$ cat src/rtl/vga_pixel_fetch.sv
// Pixel fetch: turns raster (x, y) into framebuffer reads and realigns returned data with the raster.
// Optional split address map (lower half from a second bank) is built when PIXEL_FETCH_SPLIT_EN is defined.
module vga_pixel_fetch #(
    parameter int          IMG_W      = 400,
    parameter int          IMG_H      = 200,
    parameter int          SPLIT_BASE = 80000,
    parameter int          RD_LAT     = 2,
    parameter logic [31:0] BG_PIXEL   = 32'h0
) (
    input  logic        clk,
    input  logic        rst,
    input  logic [9:0]  x,
    input  logic [9:0]  y,
    input  logic        mode_sel,
    output logic [31:0] mem_addr,
    output logic        mem_rd,
    input  logic [31:0] mem_rdata,
    output logic [31:0] pixel,
    output logic        pixel_valid,
    output logic        frame_done,
    output logic        overrun
);

    localparam logic [16:0] LP_LAST = 17'(IMG_W * IMG_H - 1);
    localparam logic [16:0] LP_HALF = 17'(IMG_W * IMG_H / 2);
    localparam logic [10:0] LP_W    = 11'(IMG_W);
    localparam logic [10:0] LP_H    = 11'(IMG_H);

    typedef enum logic [1:0] {
        S_IDLE  = 2'd0,
        S_FETCH = 2'd1,
        S_DONE  = 2'd2
    } state_t;

    state_t      r_state;
    state_t      w_state_nx;
    logic [16:0] r_cnt;
    logic [16:0] w_cnt_nx;
    logic [16:0] w_idx;
    logic        w_in_win;
    logic        w_frame_start;
    logic        w_issue;
    logic        w_done_nx;
    logic        w_ovr_set;
    logic [31:0] w_addr;

    logic [31:0]       r_mem_addr;
    logic              r_mem_rd;
    logic              r_frame_done;
    logic              r_overrun;
    logic [RD_LAT-1:0] r_vpipe;
    logic [31:0]       r_pixel;
    logic              r_pixel_valid;

    assign w_in_win      = ({1'b0, x} < LP_W) && ({1'b0, y} < LP_H);
    assign w_frame_start = (x == 10'd0) && (y == 10'd0);

`ifdef PIXEL_FETCH_SPLIT_EN
    logic        r_mode_q;
    logic        w_mode_eff;
    logic [16:0] w_hi_off;

    // Map select is captured only at frame start so a frame never changes map midway
    always_ff @(posedge clk or negedge rst) begin
        if (!rst) begin
            r_mode_q <= 1'b0;
        end else if (w_frame_start) begin
            r_mode_q <= mode_sel;
        end
    end

    assign w_mode_eff = w_frame_start ? mode_sel : r_mode_q;
    assign w_hi_off   = w_idx - LP_HALF;

    // Split map: upper half linear, lower half relocated to SPLIT_BASE
    always_comb begin
        w_addr = {15'd0, w_idx};
        if (w_mode_eff && (w_idx >= LP_HALF)) begin
            w_addr = 32'(SPLIT_BASE) + {15'd0, w_hi_off};
        end else begin
            w_addr = {15'd0, w_idx};
        end
    end
`else
    logic w_unused_mode;
    assign w_unused_mode = mode_sel;
    assign w_addr        = {15'd0, w_idx};
`endif

    // Next-state, issue and counter decisions
    always_comb begin
        w_state_nx = r_state;
        w_cnt_nx   = r_cnt;
        w_idx      = r_cnt;
        w_issue    = 1'b0;
        w_done_nx  = 1'b0;
        w_ovr_set  = 1'b0;
        if (w_frame_start) begin
            // (0,0) restarts the count from any state and is itself issued
            w_issue    = 1'b1;
            w_idx      = 17'd0;
            w_cnt_nx   = 17'd1;
            if (LP_LAST == 17'd0) begin
                w_done_nx  = 1'b1;
                w_state_nx = S_DONE;
            end else begin
                w_state_nx = S_FETCH;
            end
        end else begin
            case (r_state)
                S_IDLE: begin
                    w_state_nx = S_IDLE;
                end
                S_FETCH: begin
                    if (w_in_win) begin
                        w_issue  = 1'b1;
                        w_cnt_nx = r_cnt + 17'd1;
                        if (r_cnt == LP_LAST) begin
                            w_done_nx  = 1'b1;
                            w_state_nx = S_DONE;
                        end else begin
                            w_state_nx = S_FETCH;
                        end
                    end else begin
                        w_state_nx = S_FETCH;
                    end
                end
                S_DONE: begin
                    if (w_in_win) begin
                        w_ovr_set = 1'b1;
                    end else begin
                        w_ovr_set = 1'b0;
                    end
                end
                default: begin
                    w_state_nx = S_IDLE;
                end
            endcase
        end
    end

    // State, counter and registered issue-side outputs
    always_ff @(posedge clk or negedge rst) begin
        if (!rst) begin
            r_state      <= S_IDLE;
            r_cnt        <= 17'd0;
            r_mem_addr   <= 32'd0;
            r_mem_rd     <= 1'b0;
            r_frame_done <= 1'b0;
            r_overrun    <= 1'b0;
        end else begin
            r_state      <= w_state_nx;
            r_cnt        <= w_cnt_nx;
            r_mem_rd     <= w_issue;
            r_frame_done <= w_done_nx;
            if (w_issue) begin
                r_mem_addr <= w_addr;
            end
            if (w_ovr_set) begin
                r_overrun <= 1'b1;
            end
        end
    end

    // Read strobe delayed to line up with returning memory data
    always_ff @(posedge clk or negedge rst) begin
        if (!rst) begin
            r_vpipe <= '0;
        end else begin
            r_vpipe[0] <= r_mem_rd;
            for (int i = 1; i < RD_LAT; i++) begin
                r_vpipe[i] <= r_vpipe[i-1];
            end
        end
    end

    // Return-side pixel register; background when no read lands this cycle
    always_ff @(posedge clk or negedge rst) begin
        if (!rst) begin
            r_pixel       <= BG_PIXEL;
            r_pixel_valid <= 1'b0;
        end else begin
            r_pixel_valid <= r_vpipe[RD_LAT-1];
            r_pixel       <= r_vpipe[RD_LAT-1] ? mem_rdata : BG_PIXEL;
        end
    end

    assign mem_addr    = r_mem_addr;
    assign mem_rd      = r_mem_rd;
    assign frame_done  = r_frame_done;
    assign overrun     = r_overrun;
    assign pixel       = r_pixel;
    assign pixel_valid = r_pixel_valid;

endmodule

$ cat config.mk
export PLATFORM = sky130hd
export DESIGN_NAME = vga_pixel_fetch
export DESIGN_NICKNAME = d
export VERILOG_FILES = /design/src/rtl/vga_pixel_fetch.sv
export SDC_FILE = /design/constraint.sdc
export NUM_CORES = 1
export LEC_CHECK = 0
export CAP_MARGIN = 30
export CORE_MARGIN = 4
export CORE_UTILIZATION = 40
export CTS_CLUSTER_DIAMETER = 60
export DETAILED_ROUTE_END_ITERATION = 16
export GPL_TIMING_DRIVEN = 0
export PLACE_DENSITY = 0.77
export SYNTH_ARGS = -nofsm -noshare
export SYNTH_HDL_FRONTEND = slang
export SYNTH_SLANG_ARGS = --single-unit
export TNS_END_PERCENT = 1
$ cat constraint.sdc
create_clock -name clk -period 2 [get_ports clk]
set_input_delay 0.4 -clock clk [delete_from_list [all_inputs] [get_ports clk]]
set_output_delay 0.4 -clock clk [all_outputs]
set_load 0.01 [all_outputs]
**After elaboration in Yosys (flattened, before gate mapping)**

Cells that the tools add are included.

- Output and inout bits: 68
- ROM bits: 0
- Input bits: 55
- Memories: 0
- Logic and storage cells: 41
- Latch bits: 0
- Memory bits (writable): 0
- Register bits after elaboration: 74

- $mul: 0
- Equal/unequal tests: 4
- Bitwise gates (word level): 0
- Mux-type cells: 18
- Reductions and logical operators: 7
- Shift-type cells: 0
- $add $sub $neg: 1
- Divide/modulo/power cells: 0
- Magnitude comparators: 2

Operators by type and width:

| kind | number |
|---|---|
| 17-bit two-way mux | 4 |
| 32-bit two-way mux | 1 |
| 10-bit zero test | 2 |
| 17-bit by 1-bit adder with 17-bit output (second input constant) | 1 |
| 17-bit == test (second input constant) | 1 |
| 10-bit by 8-bit < comparator with 1-bit output (second input constant) | 1 |
| 10-bit by 9-bit < comparator with 1-bit output (second input constant) | 1 |
| 1-bit two-way mux | 9 |
| 2-bit two-way mux | 3 |
| 2-bit case mux with 2 select lines | 1 |
| 2-bit nonzero test | 2 |
| 2-bit by 1-bit == test with 1-bit output (second input constant) | 1 |
| 2-bit == test (second input constant) | 1 |
| 1-bit logical AND | 2 |
| 2-bit != test (second input constant) | 1 |
| 2-bit AND reduction | 1 |

**Longest topological paths before layout**

- Word-level depth: 5
- Mapped depth: 7
- Depth with buffers taken out: 5

**Worst setup path before layout**

Ideal clock, no wire load.

- Path type: in2reg
- From: input port x[9]
- To: register r_cnt[5]
- Setup time: 0.078 ns
- Data required time: 1.922 ns
- Stages on the path: 5
- Path slack: -0.140 ns
- Buffers on the path: 1
- Arrival time: 2.062 ns
- Cells stage by stage: or3_4 > or4_1 > buf_2 > or4_1 > a21oi_1

- Word-level cells in the longest chain between the ends: 4
- Elaborated cells on any way between the ends: 8
- Those cells by class: order compare: 1; mux: 1; reduce/logical: 6

RTL lines:

| element | line | source |
|---|---|---|
| start, declared | 12 | `input logic [9:0] x,` |
| 10-bit by 9-bit < comparator with 1-bit output / 10-bit zero test (equally long branches) | 55, 56 |  |
| 1-bit logical AND, on equally long branches | 55, 56 |  |
| 2-bit nonzero test (no line) | n/a |  |
| 2-bit AND reduction (no line) | n/a |  |
| end signal, assigned | 153 | `r_cnt <= w_cnt_nx;` |
| end, declared | 37 | `logic [16:0] r_cnt;` |

Parallel ways exist; a longest one is shown, timed or not.
A chain may end at the register's enable or synchronous reset.

**Worst setup path after layout**

- From: input port x[6]
- To: register r_cnt[8]

Same word-level chain as after synthesis.

==> reports/summary.json <==
{
  "run_status": {"value": "finished with violations"},
  "violated_checks": {"value": "setup timing"},
  "antenna_violating_nets_post_route": {"value": 0},
  "clock_sink_count": {"value": 74},
  "post_synth_num_cell_types": {"value": 35},
  "post-synth-top-area-cell": {"value": "sky130_fd_sc_hd__dfrtp_1"},
  "netlist_instances": {"value": 295},
  "startpoint": {"value": "x[6]"},
  "p_comb_frac": {"value": 0.073},
  "timing.rr.start": {"value": "r_cnt[0]"},
  "avg_cell_area_syn": {"value": 10.53, "unit": "um^2"},
  "place_hpwl": {"value": 5758, "unit": "um"},
  "synth_top_cell_area_share": {"value": 0.5963},
  "area_of_the_mapped_netlist": {"value": 0.003105, "unit": "mm^2"},
  "r2r.worst_path.cells": {"value": 5},
  "share_seq_of_total_power": {"value": 0.531},
  "worstSetupPathType": {"value": "in2reg"},
  "design.die.area": {"value": 0.009237, "unit": "mm^2"},
  "ir_worst_vdd": {"value": 0.0003265, "unit": "V"},
  "fmax": {"value": 499.9, "unit": "MHz"},
  "detail_route.wirelength": {"value": 7939, "unit": "um"},
  "share_clk_of_total_power": {"value": 0.396},
  "via_count": {"value": 2679},
  "worst_slew_margin_rel": {"value": 0.3990},
  "power.net_switching": {"value": 0.0006513, "unit": "W"},
  "r2r_setup_slack": {"value": 0.02, "unit": "ns"},
  "post-route-period-util": {"value": 1.000},
  "layout_nets": {"value": 491},
  "place.port_buffers": {"value": 106},
  "clock_path_buffers": {"value": 2},
  "yosysWarnings": {"value": 0},
  "clk_root_buffer_cell": {"value": "sky130_fd_sc_hd__clkbuf_8"},
  "clock_tree_from_tritoncts": {"value": "yes"},
  "clk_pin_slew_worst_paths": {"value": 0.08, "unit": "ns"},
  "reg2reg_to": {"value": "r_cnt[14]"},
  "via_per_instance_ratio": {"value": 4.970},
  "p_sw_frac": {"value": 0.2277},
  "antennaDiodeCount": {"value": 0},
  "synth-seq-area-share": {"value": 0.5963},
  "hold_buffers": {"value": 0},
  "cts-buffers-inserted": {"value": 9},
  "critPathLaunchType": {"value": "input port"},
  "first_global_vias": {"value": 2628},
  "grt_max_degree": {"value": 75},
  "antenna_found_initial": {"value": 0},
  "unrepaired_setup_endpoints_after_global_routing": {"value": "true"},
  "drive_above_1_share": {"value": 0.1614},
  "hold_path_class": {"value": "in2async"},
  "biggest_area_contributors_in_the_synthesized_netlist": {"value": "sky130_fd_sc_hd__dfrtp_1, sky130_fd_sc_hd__and2_1, sky130_fd_sc_hd__nand2_1"},
  "insertion_delay_of_the_later_clocked_pin_in_the_worst_skew_pair": {"value": 0.34, "unit": "ns"},
  "routed_wire_length_per_instance": {"value": 14.73, "unit": "um"},
  "max_slew.worst_pin.slew": {"value": 0.9015, "unit": "ns"},
  "grt.overflow.total": {"value": 0},
  "final.setup_skew": {"value": 0.006029, "unit": "ns"},
  "holdWs": {"value": 0.1855, "unit": "ns"},
  "post-route-worst-setup-slack": {"value": -0.0004767, "unit": "ns"},
  "pin_count": {"value": 123},
  "grt_util_all_layers": {"value": 0.1700},
  "fin_util": {"value": 0.6355},
  "timing_max_transition_violations_final": {"value": 0},
  "crit_path_end_kind": {"value": "flop"},
  "internal-power": {"value": 0.002209, "unit": "W"},
  "cts_max_level": {"value": 3},
  "finalWorstPathRequiredPeriod": {"value": 2.000, "unit": "ns"},
  "yosys_register_bits": {"value": 74},
  "floorplan.die.width": {"value": 96.11, "unit": "um"},
  "area.growth.synth_to_final": {"value": 51.61, "unit": "%"},
  "globalplace.congestion": {"value": 0.9025},
  "firstDrtPassIters": {"value": 5},
  "core_area": {"value": 0.007408, "unit": "mm^2"},
  "die_h": {"value": 96.11, "unit": "um"},
  "drt_first_iter_violations": {"value": 126},
  "pre_cts_ws": {"value": -0.8249, "unit": "ns"},
  "floorplan.initialDensity": {"value": 0.4192},
  "crit_arrival": {"value": 2.26, "unit": "ns"},
  "critPathCapture": {"value": "r_cnt[8]"},
  "cellPowerDensity": {"value": 607.5, "unit": "mW/mm^2"},
  "drc": {"value": 0},
  "drv.max_cap_violation_count": {"value": 0},
  "number_of_endpoints_failing_setup_at_the_final_stage": {"value": 1},
  "fin_setup_tns": {"value": -0.0004767, "unit": "ns"},
  "placement_rows": {"value": 31},
  "p_leak": {"value": 2.062, "unit": "nW"},
  "cp_max_fo": {"value": 7},
  "timing.critical_path.required": {"value": 2.26, "unit": "ns"},
  "hold_violations": {"value": 0},
  "first_pass_grt_wire_length": {"value": 12140, "unit": "um"}
}
## through the flow
| step | total power [W] | cell area, um^2 | instances |
|---|---|---|---|
| finish | 0.002860 | 4708 | 539 |
| global route | 0.002974 | 4708 | 539 |
| CTS | 0.002877 | 4652 | 537 |
| detailed placement | 0.001752 | 4383 | 514 |
| global placement | 0.001747 | 4385 | 514 |
| floorplan | 0.001607 | 3201 | 309 |
## sequential cells by signal, summed over array words and instances, names as in the netlist
| name | flops |
|---|---|
| pixel | 32 |
| r_vpipe | 2 |
| mem_addr | 17 |
| r_cnt | 17 |
| mem_rd | 1 |
| r_state | 2 |
| pixel_valid | 1 |
| frame_done | 1 |
| overrun | 1 |
## cells in the mapped netlist
| master | n |
|---|---|
| sky130_fd_sc_hd__buf_1 | 1 |
| sky130_fd_sc_hd__a21oi_1 | 31 |
| sky130_fd_sc_hd__nand3b_1 | 1 |
| sky130_fd_sc_hd__o311a_1 | 2 |
| sky130_fd_sc_hd__nor2_1 | 3 |
| sky130_fd_sc_hd__xnor2_1 | 2 |
| sky130_fd_sc_hd__nand2b_1 | 2 |
| sky130_fd_sc_hd__nor2b_1 | 1 |
| sky130_fd_sc_hd__o31ai_1 | 9 |
| sky130_fd_sc_hd__nor3_1 | 8 |
| sky130_fd_sc_hd__or3_4 | 1 |
| sky130_fd_sc_hd__inv_1 | 3 |
| sky130_fd_sc_hd__nand2_1 | 46 |
| sky130_fd_sc_hd__and3_1 | 1 |
| sky130_fd_sc_hd__and4_1 | 1 |
| sky130_fd_sc_hd__and4b_1 | 1 |
| sky130_fd_sc_hd__a21o_1 | 1 |
| sky130_fd_sc_hd__or3_1 | 7 |
| sky130_fd_sc_hd__buf_2 | 2 |
| sky130_fd_sc_hd__nor4_2 | 1 |
| sky130_fd_sc_hd__o21ai_0 | 6 |
| sky130_fd_sc_hd__nor4b_1 | 2 |
| sky130_fd_sc_hd__nand4_1 | 4 |
| sky130_fd_sc_hd__ha_1 | 1 |
| sky130_fd_sc_hd__nor4_1 | 4 |
| sky130_fd_sc_hd__nand3_1 | 6 |
| sky130_fd_sc_hd__dfrtp_1 | 74 |
| sky130_fd_sc_hd__buf_4 | 15 |
| sky130_fd_sc_hd__conb_1 | 1 |
| sky130_fd_sc_hd__or4_1 | 11 |
| sky130_fd_sc_hd__and2_1 | 32 |
| sky130_fd_sc_hd__mux2i_1 | 2 |
| sky130_fd_sc_hd__clkbuf_1 | 10 |
| sky130_fd_sc_hd__o21bai_1 | 2 |
| sky130_fd_sc_hd__or2_2 | 1 |
## worst min-delay path by stage
stage / slack (ns) / endpoint / startpoint / depth (start not counted)
final: 0.19 / pixel[24] / rst / 1
after global routing: 0.25 / pixel[24] / rst / 1
after CTS: 0.22 / pixel[24] / rst / 1
after detailed placement: 0.34 / r_vpipe[1] / r_vpipe[0] / 0
after global placement: 0.34 / r_vpipe[1] / r_vpipe[0] / 0
after floorplan: 0.10 / frame_done / rst / 0
## placed cells by master (no fill, tap or decap), types with 2 or more instances in the layout
master / Yosys / final
sky130_fd_sc_hd__clkdlybuf4s50_1: 0 / 94
sky130_fd_sc_hd__dfrtp_1: 74 / 74
sky130_fd_sc_hd__nand2_1: 46 / 46
sky130_fd_sc_hd__and2_1: 32 / 32
sky130_fd_sc_hd__a21oi_1: 31 / 26
sky130_fd_sc_hd__buf_4: 15 / 24
sky130_fd_sc_hd__conb_1: 1 / 15
sky130_fd_sc_hd__clkbuf_8: 0 / 10
sky130_fd_sc_hd__o31ai_1: 9 / 9
sky130_fd_sc_hd__nor3_1: 8 / 8
sky130_fd_sc_hd__or4_1: 11 / 8
sky130_fd_sc_hd__clkbuf_2: 0 / 7
sky130_fd_sc_hd__o21ai_0: 6 / 6
sky130_fd_sc_hd__clkbuf_1: 10 / 5
sky130_fd_sc_hd__nand3_1: 6 / 5
sky130_fd_sc_hd__a21oi_2: 0 / 5
sky130_fd_sc_hd__or3_1: 7 / 5
sky130_fd_sc_hd__nand4_1: 4 / 4
sky130_fd_sc_hd__dlygate4sd2_1: 0 / 4
sky130_fd_sc_hd__nor4_1: 4 / 3
sky130_fd_sc_hd__or3_4: 1 / 3
sky130_fd_sc_hd__or4_4: 0 / 3
sky130_fd_sc_hd__inv_1: 3 / 3
sky130_fd_sc_hd__clkinvlp_4: 0 / 3
sky130_fd_sc_hd__o311a_4: 0 / 2
sky130_fd_sc_hd__buf_6: 0 / 2
sky130_fd_sc_hd__nor4b_1: 2 / 2
sky130_fd_sc_hd__nor2_1: 3 / 2
sky130_fd_sc_hd__xnor2_1: 2 / 2
sky130_fd_sc_hd__o21bai_1: 2 / 2
sky130_fd_sc_hd__mux2i_1: 2 / 2
sky130_fd_sc_hd__buf_2: 2 / 2
sky130_fd_sc_hd__dlymetal6s2s_1: 0 / 2
sky130_fd_sc_hd__clkdlybuf4s15_1: 0 / 2
## worst max-delay path, stage by stage
cell and delay [ns]:
sky130_fd_sc_hd__dlygate4sd2_1 0.25, sky130_fd_sc_hd__o311a_4 0.33, sky130_fd_sc_hd__or4_4 0.60, sky130_fd_sc_hd__or4_4 0.52, sky130_fd_sc_hd__a21oi_2 0.16
## layer usage
metal	track usage	routed length (um)	part of all wire	vias up
met5	0	0	0	-
met4	0.05450	95	0.012	0
met3	0.04378	852	0.11	14
met2	0.2915	3735	0.47	147
met1	0.2085	3255	0.41	1244
li1	-	-	-	1274
## repair_timing
item                                    4_1_cts  5_1_grt
endpoints found under the setup margin       37       30
endpoints found under the hold margin         0        0
pin swaps                                    10        7
setup buffers                                 8        1
cloned                                        0        1
resized for setup                            24       20
## kinds of logic after synthesis
family / count (synthesis) / share of synthesized area
flip-flops: 74 / 0.5963
AO/OA/AOI/OAI: 51 / 0.09508
XOR/XNOR: 2 / 0.005642
buffers and inverters: 31 / 0.05641
other: 1 / 0.001208
multiplexers: 2 / 0.006447
AND/OR/NAND/NOR: 133 / 0.2349
adder cells (fa/ha/maj): 1 / 0.004028
## power by group through the flow
stage | clock network, W | logic [W] | registers, W
floorplan | 0 | 0.0000621 | 0.00155
global placement | 0 | 0.000198 | 0.00155
detailed placement | 0 | 0.000202 | 0.00155
CTS | 0.00115 | 0.000209 | 0.00152
global route | 0.00122 | 0.000229 | 0.00152
finish | 0.00113 | 0.000209 | 0.00152
## final cells by class
cell class	count	area (um^2)
buffer	27	181.4
inverter	3	11.26
tap	99	123.9
sequential	74	1852
fill	600	2700
clock inverter	6	66.31
clock buffer	10	127.6
timing repair buffer	116	1120
multi-input combinational	204	1226
Power figures use the tool's default switching activity.
